===== src/rtl/pc_fetch_unit.sv =====
// Program counter with a warm-up phase, redirect handling, alignment error
// pulses and a sticky stall watchdog.
module pc_fetch_unit #(
  parameter logic [31:0] RESET_VEC   = 32'h0000_0000,
  parameter int unsigned WARM_CYCLES = 1,
  parameter int unsigned STALL_MAX   = 15
) (
  input  logic        clk,
  input  logic        rst_n,
  input  logic        PCEn,
  input  logic        Redirect,
  input  logic [31:0] Target,
  output logic [31:0] PC,
  output logic [31:0] PCPlus4,
  output logic        Warm,
  output logic        Flush,
  output logic        AlignErr,
  output logic        StallTimeout
);

  localparam int unsigned WarmW = (WARM_CYCLES > 1) ? $clog2(WARM_CYCLES) : 1;
  localparam logic [WarmW-1:0] WarmLast = WarmW'((WARM_CYCLES > 0) ? WARM_CYCLES - 1 : 0);
  localparam logic [7:0] StallMax = 8'(STALL_MAX);

  typedef enum logic [1:0] {StWarm, StRun, StStall} state_e;

  // With no warm-up requested the unit comes out of reset already running.
  localparam state_e ResetState = (WARM_CYCLES == 0) ? StRun : StWarm;

  state_e           r_state, w_state_d;
  logic [31:0]      r_pc, w_pc_d;
  logic [31:0]      w_pc_plus4;
  logic [WarmW-1:0] r_warm_cnt, w_warm_cnt_d;
  logic [7:0]       r_stall_cnt, w_stall_cnt_d;
  logic             r_flush, w_flush_d;
  logic             r_align, w_align_d;
  logic             r_timeout, w_timeout_d;

  assign w_pc_plus4 = r_pc + 32'd4;

  always_ff @(posedge clk or negedge rst_n) begin
    if (!rst_n) begin
      r_state     <= ResetState;
      r_pc        <= RESET_VEC;
      r_warm_cnt  <= '0;
      r_stall_cnt <= '0;
      r_flush     <= 1'b0;
      r_align     <= 1'b0;
      r_timeout   <= 1'b0;
    end else begin
      r_state     <= w_state_d;
      r_pc        <= w_pc_d;
      r_warm_cnt  <= w_warm_cnt_d;
      r_stall_cnt <= w_stall_cnt_d;
      r_flush     <= w_flush_d;
      r_align     <= w_align_d;
      r_timeout   <= w_timeout_d;
    end
  end

  always_comb begin
    w_state_d     = r_state;
    w_pc_d        = r_pc;
    w_warm_cnt_d  = r_warm_cnt;
    w_stall_cnt_d = r_stall_cnt;
    w_flush_d     = 1'b0;
    w_align_d     = 1'b0;
    w_timeout_d   = r_timeout;
    unique case (r_state)
      StWarm: begin
        // Control inputs are not trusted yet, so they are never looked at here.
        w_pc_d = w_pc_plus4;
        if (r_warm_cnt == WarmLast) begin
          w_state_d = StRun;
        end else begin
          w_warm_cnt_d = r_warm_cnt + 1'b1;
        end
      end
      StRun, StStall: begin
        // An unknown PCEn falls through to the hold branch.
        if (PCEn) begin
          w_state_d     = StRun;
          w_stall_cnt_d = '0;
          if (Redirect) begin
            w_pc_d    = {Target[31:2], 2'b00};
            w_flush_d = 1'b1;
            w_align_d = |Target[1:0];
          end else begin
            w_pc_d = w_pc_plus4;
          end
        end else begin
          w_state_d = StStall;
          if (r_stall_cnt != StallMax) begin
            w_stall_cnt_d = r_stall_cnt + 8'd1;
          end
          if (r_stall_cnt + 8'd1 == StallMax) begin
            w_timeout_d = 1'b1;
          end
        end
      end
      default: begin
        w_state_d = StRun;
      end
    endcase
  end

  assign PC           = r_pc;
  assign PCPlus4      = w_pc_plus4;
  assign Warm         = (r_state == StWarm);
  assign Flush        = r_flush;
  assign AlignErr     = r_align;
  assign StallTimeout = r_timeout;

endmodule

===== config.mk =====
export PLATFORM = sky130hd
export DESIGN_NAME = pc_fetch_unit
export DESIGN_NICKNAME = d
export VERILOG_FILES = /design/src/rtl/pc_fetch_unit.sv
export SDC_FILE = /design/constraint.sdc
export NUM_CORES = 1
export LEC_CHECK = 0
export ABC_AREA = 1
export CAP_MARGIN = 0
export CELL_PAD_IN_SITES_DETAIL_PLACEMENT = 2
export CELL_PAD_IN_SITES_GLOBAL_PLACEMENT = 2
export CORE_MARGIN = 2
export CORE_UTILIZATION = 21
export CTS_CLUSTER_SIZE = 30
export DETAILED_ROUTE_END_ITERATION = 10
export HOLD_SLACK_MARGIN = 0.03
export PLACE_DENSITY = 0.86
export SLEW_MARGIN = 10
export SYNTH_ARGS = -nofsm -noshare
export SYNTH_HDL_FRONTEND = slang
export SYNTH_SLANG_ARGS = --single-unit

===== constraint.sdc =====
create_clock -name clk -period 1.8 [get_ports clk]
set_clock_uncertainty 0.2 [all_clocks]
set_input_delay 0.18 -clock clk [delete_from_list [all_inputs] [get_ports clk]]
set_output_delay 0.18 -clock clk [all_outputs]
set_load 0.01 [all_outputs]

== Word-level counts from Yosys, hierarchy flattened ==
Cells that the tools add are included.
Cells by class
  mux-type cells: 15
  bitwise logic cells: 1
  reduce and logical (&&, ||, !) cells: 8
  add/subtract/negate cells: 3
  equality and inequality tests: 6
  multiply operators: 0
  divide/modulo/power cells: 0
  order comparisons: 0
  shift-type cells: 0
Operators by type and width (number)
  2-to-1 mux 32 bit: 2
  one-hot mux 32 bit (2 select lines): 1
  adder 32 x 3 -> 32 bit (second input constant): 1
  2-to-1 mux 8 bit: 2
  adder 8 x 1 -> 8 bit (second input constant): 1
  == test 8 x 4 -> 1 bit (second input constant): 1
  inequality test 8 x 4 -> 1 bit (second input constant): 1
  2-to-1 mux 1 bit: 7
  2-to-1 mux 2 bit: 2
  inequality test 2 bit (second input constant): 2
  one-hot mux 2 bit (2 select lines): 1
  AND reduction 2 bit: 2
  nonzero test 2 bit: 2
  OR reduction 2 bit: 2
  AND reduction 3 bit: 1
  == test 2 x 1 -> 1 bit (second input constant): 1
  == test 2 bit (second input constant): 1
  zero test 2 bit: 1
  adder 1 bit (second input constant): 1
  inverter 1 bit: 1
Storage, ports and cells
  bits in latches: 0
  input bits: 36
  memory bits (read-only): 0
  output and inout port bits: 68
  register bits after elaboration: 46
  memories: 0
  bits in writable memories: 0

== Logic depth before layout (Yosys ltp) ==
  depth after elaboration: 4
  depth in mapped cells: 11
  depth with buffers taken out: 10

== Worst setup path after synthesis ==
No wires, ideal clock.
  kind: reg2reg
  start point: register r_state[0]
  end point: register r_pc[25], in the netlist PC[25]
  slack: 0.033 ns
  period minus slack after synthesis: 1.767 ns
  library setup time: 0.116 ns
  cell stages (with the launch flop): 12
  data arrival time: 1.451 ns
  path buffers: 2
  cells stage by stage: dfrtp_1 inv_1 ha_1 inv_2 nor2_4 inv_2 o21ai_2 buf_6 buf_8 nor2_1 nand2_1 nand2_1
On the way
  longest elaborated chain between the ends: 4
  elaborated cells between the ends (all ways): 8
  classes of those cells: eq/ne (3); mux (1); reduce/logical (4)
RTL lines
  start: declaration: line 30  | state_e r_state, w_state_d;
  start signal: assignment: line 43  | r_state <= ResetState;
  start signal: assignment: line 51  | r_state <= w_state_d;
  == test 2 x 1 -> 1 bit or == test 2 bit (tied branches): line 69  | unique case (r_state)
  OR reduction 2 bit: line 69
  inequality test 2 bit (no line) or nonzero test 2 bit (tied branches)
  AND reduction 2 bit (no line)
  end signal: assignment: line 52  | r_pc <= w_pc_d;
  end: declaration: line 31  | logic [31:0] r_pc, w_pc_d;
Several ways; a longest one is shown, not always the timed one.
A chain may end at the register's enable or synchronous reset.

== Final worst setup path ==
  start point: register r_pc[2], in the netlist PC[2]
  end point: output port PCPlus4[9]
On the way
  longest elaborated chain between the ends: 1
RTL lines
  adder 32 x 3 -> 32 bit: line 39  | assign w_pc_plus4 = r_pc + 32'd4;
  end: declaration: line 14  | output logic [31:0] PCPlus4,
Every way passes these cells.

==> impl_metrics.tcl <==
set metrics [dict create \
    startpoint "PC[2]" \
    drtIter0Drc 104 \
    avgViaCountPerCell 4.80 \
    cp_top_family "buffers and inverters" \
    cp_slowest_stage_delay_ns 0.42 \
    path_clk_slew_ns 0.08 \
    p_leak_nw 2.91 \
    initial_core_util_pct 21.7 \
    hold_path_class "input pin to async pin" \
    wl_um 19700 \
    io_pins 104 \
    report.final.setup_viol 60 \
    ys_warn_count 0 \
    hold_slack_ns 0.188 \
    syn_area_sq_mm 0.00303 \
    cts_root_buf "clkbuf_16" \
    reg2reg_depth 11 \
    dp_hpwl_um 10800 \
    port_buffers 99 \
    cts_tree "yes" \
    grt_pass1_wl_um 27000 \
    period_share_pct 135 \
    vias 4218 \
    fillers 1584 \
    layout_common_cells "127 x nand2_1, 91 x buf_4, 57 x nor2_1" \
    antenna_cells 0 \
    core_area_sq_mm 0.0140 \
    critical_path_required_ns 1.42 \
    status "finished with violations" \
    grt_pass1_vias 4775 \
    cts.htree.levels 2 \
    seq_area_frac_synth_pct 35.5 \
    antenna_found_initial 0 \
    timing.rr.end "PC[9]" \
    worst-path-stages 9 \
    multi_input_area_sq_mm 0.00226 \
    path_max_fanout 5 \
    gp_congestion 0.813 \
    drc 0 \
    power_density_mw_per_mm2 2000 \
    final_common_cell "nand2_1" \
    postSynthCellCount 475 \
    numCtsBuffers 5 \
    path_buf_inv 6 \
    area_growth_pct 100 \
    r2r_slack_ns -0.43 \
    clkLatencyLatePin_ns 0.31 \
    placed_cells 801 \
    r2r_start "PC[2]" \
    syn_area_per_cell_sq_um 6.39 \
    final_hold_viol_count 0 \
    clockBufferDepth 2 \
    drive_gt1_share_pct 42.8 \
    irDropWorstVdd_mv 1.05 \
    max-cap-violations 0 \
    fin_crit_ns 2.43 \
    wl_per_cell_um 22.4 \
    grt_usage_pct 23.4 \
    cp_slowest_cell "dfrtp_1" \
    drtAntennaViolNets 0 \
    grt_overflow 0 \
    start_kind "flop" \
    crit_path_end_kind "primary output" \
    grt_max_degree 44 \
    path_cells "buf_4 > inv_2 > nor2_4 > nand2_4 > buf_6 > buf_6 > buf_4 > xor2_4 > buf_6" \
    dr.pass1.iters 4 \
    slew_violations 0 \
    critPathKind "flop to primary output" \
    crit_end "PCPlus4[9]" \
    dieArea_sq_mm 0.0154 \
    ys.flop_type "dfrtp_1" \
    synth-edff-count 0 \
    nNetsFinal 738 \
    dieWidth_um 124 \
    rsz0062_at_grt "yes" \
    synthArstFlopShare_pct 100 \
    setup_ws_ns -0.631 \
    fmax_mhz 411 \
    ys_types 29 \
    row_count 43 \
    violations "setup timing" \
    numClockSinks 43 \
    stdcell_count 879 \
    layout.area.seq_sq_mm 0.00108 \
    ys_ff_latch 43 \
    arrival_ns 2.05 \
    die_h_um 124 \
    crit_top_cell "buf_6" \
]
[state kept, by name, summed over array words and instances, names as in the netlist]
name and flops:
PC 30, AlignErr 1, r_state 2, r_stall_cnt 8, StallTimeout 1, Flush 1
[through the flow]
stage                     TNS [ns]  total power (W)  setup slack (ns)  area [sq um]  util (%)
after CTS                   -12.68           0.0107            -0.483          5580      39.9
after floorplan                  0          0.00480            0.0331          3040         -
after global routing        -25.39           0.0129            -0.717          6070      43.4
after detailed placement    -16.85          0.00833            -0.621          4640      33.2
final                       -20.18           0.0122            -0.631          6070      43.4
after global placement      -10.30          0.00799            -0.430          4640      33.2
[repair_timing]
action	in CTS	in global routing
pin swaps	40	31
buffers inserted	49	22
endpoints found under the hold margin	43	0
endpoints found under the setup margin	70	76
resized for setup	240	98
gates cloned	2	0
hold buffers	1	0
[worst min-delay path by stage]
stage               start            to  slack (ns)
floorplan           rst_n      AlignErr       -0.32
global placement    rst_n  StallTimeout       -0.02
detailed placement  rst_n  StallTimeout      -0.007
CTS                 rst_n  StallTimeout        0.20
global route        rst_n      AlignErr        0.24
finish              rst_n  StallTimeout        0.19
[cells by family (layout without fill, tap and decap cells)]
kind of cell | after synthesis | in the layout | share of synthesized area [%]
xor+xnor | 11 | 11 | 3.18
other cells | 1 | 4 | 0.124
flops | 43 | 43 | 35.5
buf+inv | 64 | 285 | 9.53
fa+ha+maj | 4 | 4 | 1.65
compound gates | 50 | 50 | 8.66
simple gates | 302 | 302 | 41.4
[synthesized netlist by cell type (4+ instances only)]
master	count	share of area, %
xor2_1	11	3.2
dfrtp_1	43	35
nor2_1	82	10
o22ai_1	5	1.0
nor2_2	6	1.2
nand3_1	33	5.4
a21oi_1	23	3.8
inv_1	46	5.7
o21ai_0	18	3.0
nand2_1	166	21
ha_1	4	1.7
nor2_4	4	1.5
buf_4	5	1.2
[where the power goes]
group          switching [W]  total, W  internal (W)
sequential          0.000459   0.00187       0.00141
combinational        0.00502   0.00924       0.00422
clock               0.000486   0.00104      0.000558
[final cells by class]
type,count,area share [%]
Tap cell,180,3.71
Inverter,49,3.15
Sequential cell,43,17.8
Clock inverter,2,0.268
Clock buffer,6,2.29
Multi-Input combinational cell,371,37.2
Timing Repair Buffer,228,35.5
[worst reg2reg max path: stages (launching register included)]
cell and delay (ns):
dfrtp_1 0.42, buf_4 0.17, inv_2 0.06, nor2_4 0.19, nand2_4 0.14, buf_6 0.16, buf_6 0.11, buf_4 0.15
xor2_4 0.17, buf_4 0.17, nor2_4 0.08, o22ai_1 0.09
[routing by layer]
| metal | GRT usage, % | part of all wire (%) | vias up |
|---|---|---|---|
| met3 | 3.75 | 3.5 | 49 |
| met4 | 7.16 | 3.7 | 0 |
| met2 | 45.0 | 56 | 123 |
| li1 | - | - | 1917 |
| met5 | 0 | 0 | - |
| met1 | 26.1 | 37 | 2129 |
Note: power is estimated with default switching activity, not from simulation.
